### config.mk
export PLATFORM = sky130hd
export DESIGN_NAME = even_parity_uart_tx
export DESIGN_NICKNAME = d
export VERILOG_FILES = /design/src/rtl/even_parity_uart_tx.sv
export SDC_FILE = /design/constraint.sdc
export NUM_CORES = 1
export LEC_CHECK = 0
export ABC_AREA = 1
export CAP_MARGIN = 20
export CORE_ASPECT_RATIO = 0.8
export CORE_MARGIN = 2
export CORE_UTILIZATION = 50
export CTS_CLUSTER_SIZE = 8
export DETAILED_ROUTE_END_ITERATION = 12
export GPL_TIMING_DRIVEN = 1
export PLACE_DENSITY = 0.69
export RECOVER_POWER = 50
export SETUP_SLACK_MARGIN = 0.4
export SLEW_MARGIN = 20
export SYNTH_ARGS = -nofsm -noshare
export SYNTH_HDL_FRONTEND = slang
export SYNTH_SLANG_ARGS = --single-unit
### constraint.sdc
create_clock -name clk -period 2.95 [get_ports clk]
set_input_delay 0.885 -clock clk [delete_from_list [all_inputs] [get_ports clk]]
set_output_delay 0.885 -clock clk [all_outputs]
set_load 0.05 [all_outputs]
### src/rtl/even_parity_uart_tx.sv
// Even-parity UART transmitter: start bit, DATA_W data bits (LSB first), parity bit, stop bit(s).
// Define EVEN_PARITY_UART_TX_TWO_STOP_EN for two stop bits; otherwise one stop bit is sent.
module even_parity_uart_tx #(
    parameter int unsigned DATA_W       = 8,
    parameter int unsigned CLKS_PER_BIT = 16
) (
    input  logic              clk,
    input  logic              rst_n,
    input  logic [DATA_W-1:0] in_data,
    input  logic              in_valid,
    output logic              in_ready,
    output logic              tx_o,
    output logic              busy,
    output logic              done
);

    localparam int unsigned CNT_W = (CLKS_PER_BIT > 1) ? $clog2(CLKS_PER_BIT) : 1;
    localparam int unsigned IDX_W = (DATA_W > 1) ? $clog2(DATA_W) : 1;
`ifdef EVEN_PARITY_UART_TX_TWO_STOP_EN
    localparam int unsigned STOP_BITS = 2;
`else
    localparam int unsigned STOP_BITS = 1;
`endif

    localparam logic [CNT_W-1:0] CNT_LAST    = CNT_W'(CLKS_PER_BIT - 1);
    localparam logic [CNT_W-1:0] CNT_PRELAST = CNT_W'(CLKS_PER_BIT - 2);
    localparam logic [IDX_W-1:0] DATA_LAST   = IDX_W'(DATA_W - 1);
    localparam logic [IDX_W-1:0] STOP_LAST   = IDX_W'(STOP_BITS - 1);
    localparam bit ONE_CLK           = (CLKS_PER_BIT == 1);
    localparam bit DONE_ON_STOP_ENTRY = ONE_CLK && (STOP_BITS == 1);

    typedef enum logic [2:0] {
        IDLE,
        START,
        DATA,
        PARITY,
        STOP
    } state_t;

    state_t             state;
    logic [CNT_W-1:0]   bit_cnt;
    logic [IDX_W-1:0]   bit_idx;
    logic [DATA_W-1:0]  shift_q;
    logic               parity_q;

    logic bit_tick_c;
    logic stop_end_c;
    logic accept_c;

    // A new word is taken in IDLE or on the edge that closes the last stop bit (gapless chaining).
    assign bit_tick_c = (bit_cnt == CNT_LAST);
    assign stop_end_c = (state == STOP) && bit_tick_c && (bit_idx == STOP_LAST);
    assign accept_c   = in_valid && ((state == IDLE) || stop_end_c);

    always_ff @(posedge clk or negedge rst_n) begin
        if (!rst_n) begin
            state    <= IDLE;
            bit_cnt  <= '0;
            bit_idx  <= '0;
            shift_q  <= '0;
            parity_q <= 1'b0;
            tx_o     <= 1'b1;
            in_ready <= 1'b1;
            busy     <= 1'b0;
            done     <= 1'b0;
        end else if (accept_c) begin
            state    <= START;
            bit_cnt  <= '0;
            bit_idx  <= '0;
            shift_q  <= in_data;
            parity_q <= ^in_data;
            tx_o     <= 1'b0;
            in_ready <= 1'b0;
            busy     <= 1'b1;
            done     <= 1'b0;
        end else begin
            done <= 1'b0;
            case (state)
                IDLE: begin
                    tx_o     <= 1'b1;
                    in_ready <= 1'b1;
                    busy     <= 1'b0;
                end
                START: begin
                    if (bit_tick_c) begin
                        state   <= DATA;
                        bit_cnt <= '0;
                        bit_idx <= '0;
                        tx_o    <= shift_q[0];
                        shift_q <= shift_q >> 1;
                    end else begin
                        bit_cnt <= bit_cnt + CNT_W'(1);
                    end
                end
                DATA: begin
                    if (bit_tick_c) begin
                        bit_cnt <= '0;
                        if (bit_idx == DATA_LAST) begin
                            state <= PARITY;
                            tx_o  <= parity_q;
                        end else begin
                            bit_idx <= bit_idx + IDX_W'(1);
                            tx_o    <= shift_q[0];
                            shift_q <= shift_q >> 1;
                        end
                    end else begin
                        bit_cnt <= bit_cnt + CNT_W'(1);
                    end
                end
                PARITY: begin
                    if (bit_tick_c) begin
                        state   <= STOP;
                        bit_cnt <= '0;
                        bit_idx <= '0;
                        tx_o    <= 1'b1;
                        done    <= DONE_ON_STOP_ENTRY;
                    end else begin
                        bit_cnt <= bit_cnt + CNT_W'(1);
                    end
                end
                STOP: begin
                    // done is raised one edge early so it lands on the final stop cycle.
                    if (bit_tick_c) begin
                        if (bit_idx == STOP_LAST) begin
                            state    <= IDLE;
                            bit_cnt  <= '0;
                            bit_idx  <= '0;
                            tx_o     <= 1'b1;
                            in_ready <= 1'b1;
                            busy     <= 1'b0;
                        end else begin
                            bit_cnt <= '0;
                            bit_idx <= bit_idx + IDX_W'(1);
                            done    <= ONE_CLK && ((bit_idx + IDX_W'(1)) == STOP_LAST);
                        end
                    end else begin
                        bit_cnt <= bit_cnt + CNT_W'(1);
                        done    <= (bit_cnt == CNT_PRELAST) && (bit_idx == STOP_LAST);
                    end
                end
                default: begin
                    state    <= IDLE;
                    tx_o     <= 1'b1;
                    in_ready <= 1'b1;
                    busy     <= 1'b0;
                end
            endcase
        end
    end

endmodule
==> impl_metrics.py <==
metrics = {
    "cells_and_area": {
        "stdcell_count": 261,
        "area_growth_pct": 14.53,
        "antennaDiodeCount": 0,
        "final_util_pct": 61.45,
        "nets": 240,
        "final_layout_size_suffix_gt1_share_pct": 13.00,
    },
    "cts": {
        "cts_tree": "done",
        "hold_buffers": 0,
        "cts_buffers": 3,
        "clk_latency_ns": 0.26,
        "clock-sinks": 23,
        "htreeDepth": 1,
        "clk_pin_slew_ns": 0.08,
        "cts_setup_buffers": 0,
        "cts_buffer_depth": 2,
        "root_buffer": "clkbuf_8",
        "cts_resized": 0,
    },
    "worst_setup_path": {
        "cp.buffers_inverters": 1,
        "cp_data_arrival_time_ns": 1.60,
        "worst_path_max_delay_cell": "clkdlybuf4s50_1",
        "max_stage_delay_ns": 0.79,
        "cp_cell_sequence": "clkdlybuf4s50_1",
        "cp_top_family": "buffers and inverters",
        "r2r_cells": 12,
        "r2r-start": "bit_idx[0]",
        "critical_path_class": "reg -> out",
        "r2r_end": "bit_idx[2]",
        "worstPathRequired_ns": 2.07,
        "critPathLaunchType": "flop",
        "cp-end-kind": "output port",
        "crit_fanout": 2,
        "ff2ff_setup_slack_ns": 0.89,
    },
    "logic_synthesis": {
        "yosysUniqueCellTypes": 29,
        "synth_nets": 221,
        "yosysWarningCount": 0,
        "synth_top_cell_area_share_pct": 34.88,
        "synth.most_common_cell": "nand2_1",
        "synth_edf_count": 0,
        "synth.ff_latch_count": 23,
        "synthTopCellsByCount": "79 x nand2_1, 21 x dfrtp_1, 17 x nand3_1, 16 x inv_1, 13 x nor2_1",
        "synthTopCellsByArea": "dfrtp_1 35%, nand2_1 20%, nand3_1 5.6%, ha_1 4.2%, inv_1 4.0%",
        "async_flop_share_pct": 100.0,
        "syn_inst": 205,
        "synth_area_leader_cell": "dfrtp_1",
        "syn_area_per_cell_um2": 7.349,
        "synthFlopType": "dfrtp_1",
        "seq_area_frac_synth_pct": 38.37,
        "syn_area_um2": 1506,
    },
    "flow_run": {
        "drv_cap": 0,
    },
    "place": {
        "io_buffers": 14,
        "dpl.cell_count": 257,
        "dp_hpwl_mm": 2.355,
        "gp_congestion": 0.9298,
        "dp_slack_ns": 0.5721,
    },
    "timing": {
        "fin_setup_tns_ns": 0,
        "hold_viol": 0,
        "fin_ws_ns": 0.4681,
        "tightest_slew_ns": 1.237,
        "drv_slew": 0,
        "clock_skew_ns": 0.007910,
        "slew_headroom_pct": 17.52,
        "min_period_over_period_pct": 84.13,
        "min_period_ns": 2.482,
        "final-setup-viol-count": 0,
        "rsz0062_at_grt": "no",
        "clock.fmax_mhz": 402.9,
    },
    "global_routing": {
        "antenna_found_initial": 0,
        "grt_pass1_vias": 1199,
        "grt.overflow.total": 0,
        "grt_usage_pct": 20.33,
        "grt_pass1_wl_mm": 5.340,
        "grt_max_degree": 24,
    },
    "route": {
        "drtIter0Drc": 87,
        "via_per_inst": 5.008,
        "ant_nets": 0,
        "first_pass_iters": 4,
        "drcViolationCount": 0,
        "wl_per_cell_um": 11.55,
        "drt-total-wl_mm": 3.015,
        "vias": 1307,
    },
    "outcome": {
        "status": "finished, final reports clean",
    },
    "floorplan": {
        "io_pins": 15,
        "coreArea_um2": 2808,
        "fp.dieH_um": 53.10,
        "dieArea_um2": 3471,
        "rows": 17,
        "start_util_pct": 53.65,
        "die_w_um": 65.37,
    },
    "power": {
        "p_per_area_nw_per_um2": 992.3,
        "p_leak_nw": 0.8837,
        "ir_drop_mv": 0.4519,
        "p_total_mw": 1.712,
    },
    "min_path": {
        "holdPathStages": 2,
        "worst_hold_path_type": "reg -> reg",
        "min-delay-start": "shift_q[1]",
        "min_to": "shift_q[1]",
    },
}
-- flip-flops by register name, summed over array words and instances (netlist names) --
name and cells:
bit_cnt 4, bit_idx 3, busy 1, done 1
in_ready 1, parity_q 1, shift_q 8, state 3
tx_o 1
-- metrics by stage --
stage | hold WS, ns | area (um^2)
finish | 0.4755 | 1725
global route | 0.4923 | 1725
CTS | 0.4746 | 1735
detailed placement | 0.4603 | 1690
global placement | 0.4561 | 1690
floorplan | 0.4422 | 1506
-- per-layer routing --
layer | GRT usage (%) | up-vias | part of all wire (%) | wire, um
met5 | 0 | - | 0 | 0
met4 | 3.125 | 0 | 0.83 | 25
met3 | 3.830 | 4 | 3.9 | 117
met2 | 34.35 | 19 | 47 | 1429
met1 | 27.86 | 601 | 48 | 1443
li1 | - | 683 | - | -
-- worst max path at each step --
| stage | from | end | cells after the start |
|---|---|---|---|
| 2_1_floorplan | in_valid | bit_idx[0] | 7 |
| 3_3_place_gp | in_valid | bit_idx[2] | 8 |
| 3_5_place_dp | in_valid | bit_idx[1] | 8 |
| 4_1_cts | tx_o | tx_o | 1 |
| 5_1_grt | tx_o | tx_o | 1 |
| 6_report | tx_o | tx_o | 1 |
-- where the power goes --
part / leakage, nW / switching (mW) / internal [mW]
logic: 0.571 / 0.628 / 0.333
registers: 0.290 / 0.104 / 0.455
clock network: 0.0228 / 0.0963 / 0.0963
total: 0.884 / 0.828 / 0.885
-- cell type report --
cell class,instances,area (um^2)
clock buffers,4,45.04
fillers,276,1082
inverters,21,81.33
multi-input cells,159,825.8
flip-flops and latches,23,578.1
well taps,38,47.55
repair buffers,16,147.6
-- worst min-delay path, cell delays in order (launching register included) --
cell     delay [ns]
dfrtp_1        0.35
nand2_1        0.05
nand2_1        0.05
-- logic make-up after synthesis --
family,share of synthesized area (%)
buf+inv,6.645
flops,38.37
compound gates,6.894
simple gates,39.87
xor+xnor,4.070
fa+ha+maj,4.153
-- cells in the final DEF (no fill, tap or decap), types with 2 or more instances in the layout --
cell type / netlist / layout
xnor2_1: 5 / 5
clkbuf_8: 0 / 3
nand2_4: 2 / 2
nor2_1: 13 / 13
or2_2: 2 / 2
inv_1: 16 / 16
nand2_2: 5 / 4
nor2_4: 3 / 3
xor2_1: 2 / 2
inv_2: 4 / 4
dfstp_2: 2 / 2
nand3_1: 17 / 17
clkbuf_1: 0 / 3
nor2_2: 3 / 3
a21oi_1: 2 / 2
ha_1: 5 / 5
o21ai_0: 6 / 6
clkdlybuf4s50_1: 0 / 13
nand2_1: 79 / 80
nand4_1: 4 / 4
dfrtp_1: 21 / 21
o31ai_1: 2 / 2
o21ai_1: 3 / 3
No activity file was read; power rests on OpenSTA's default activity.
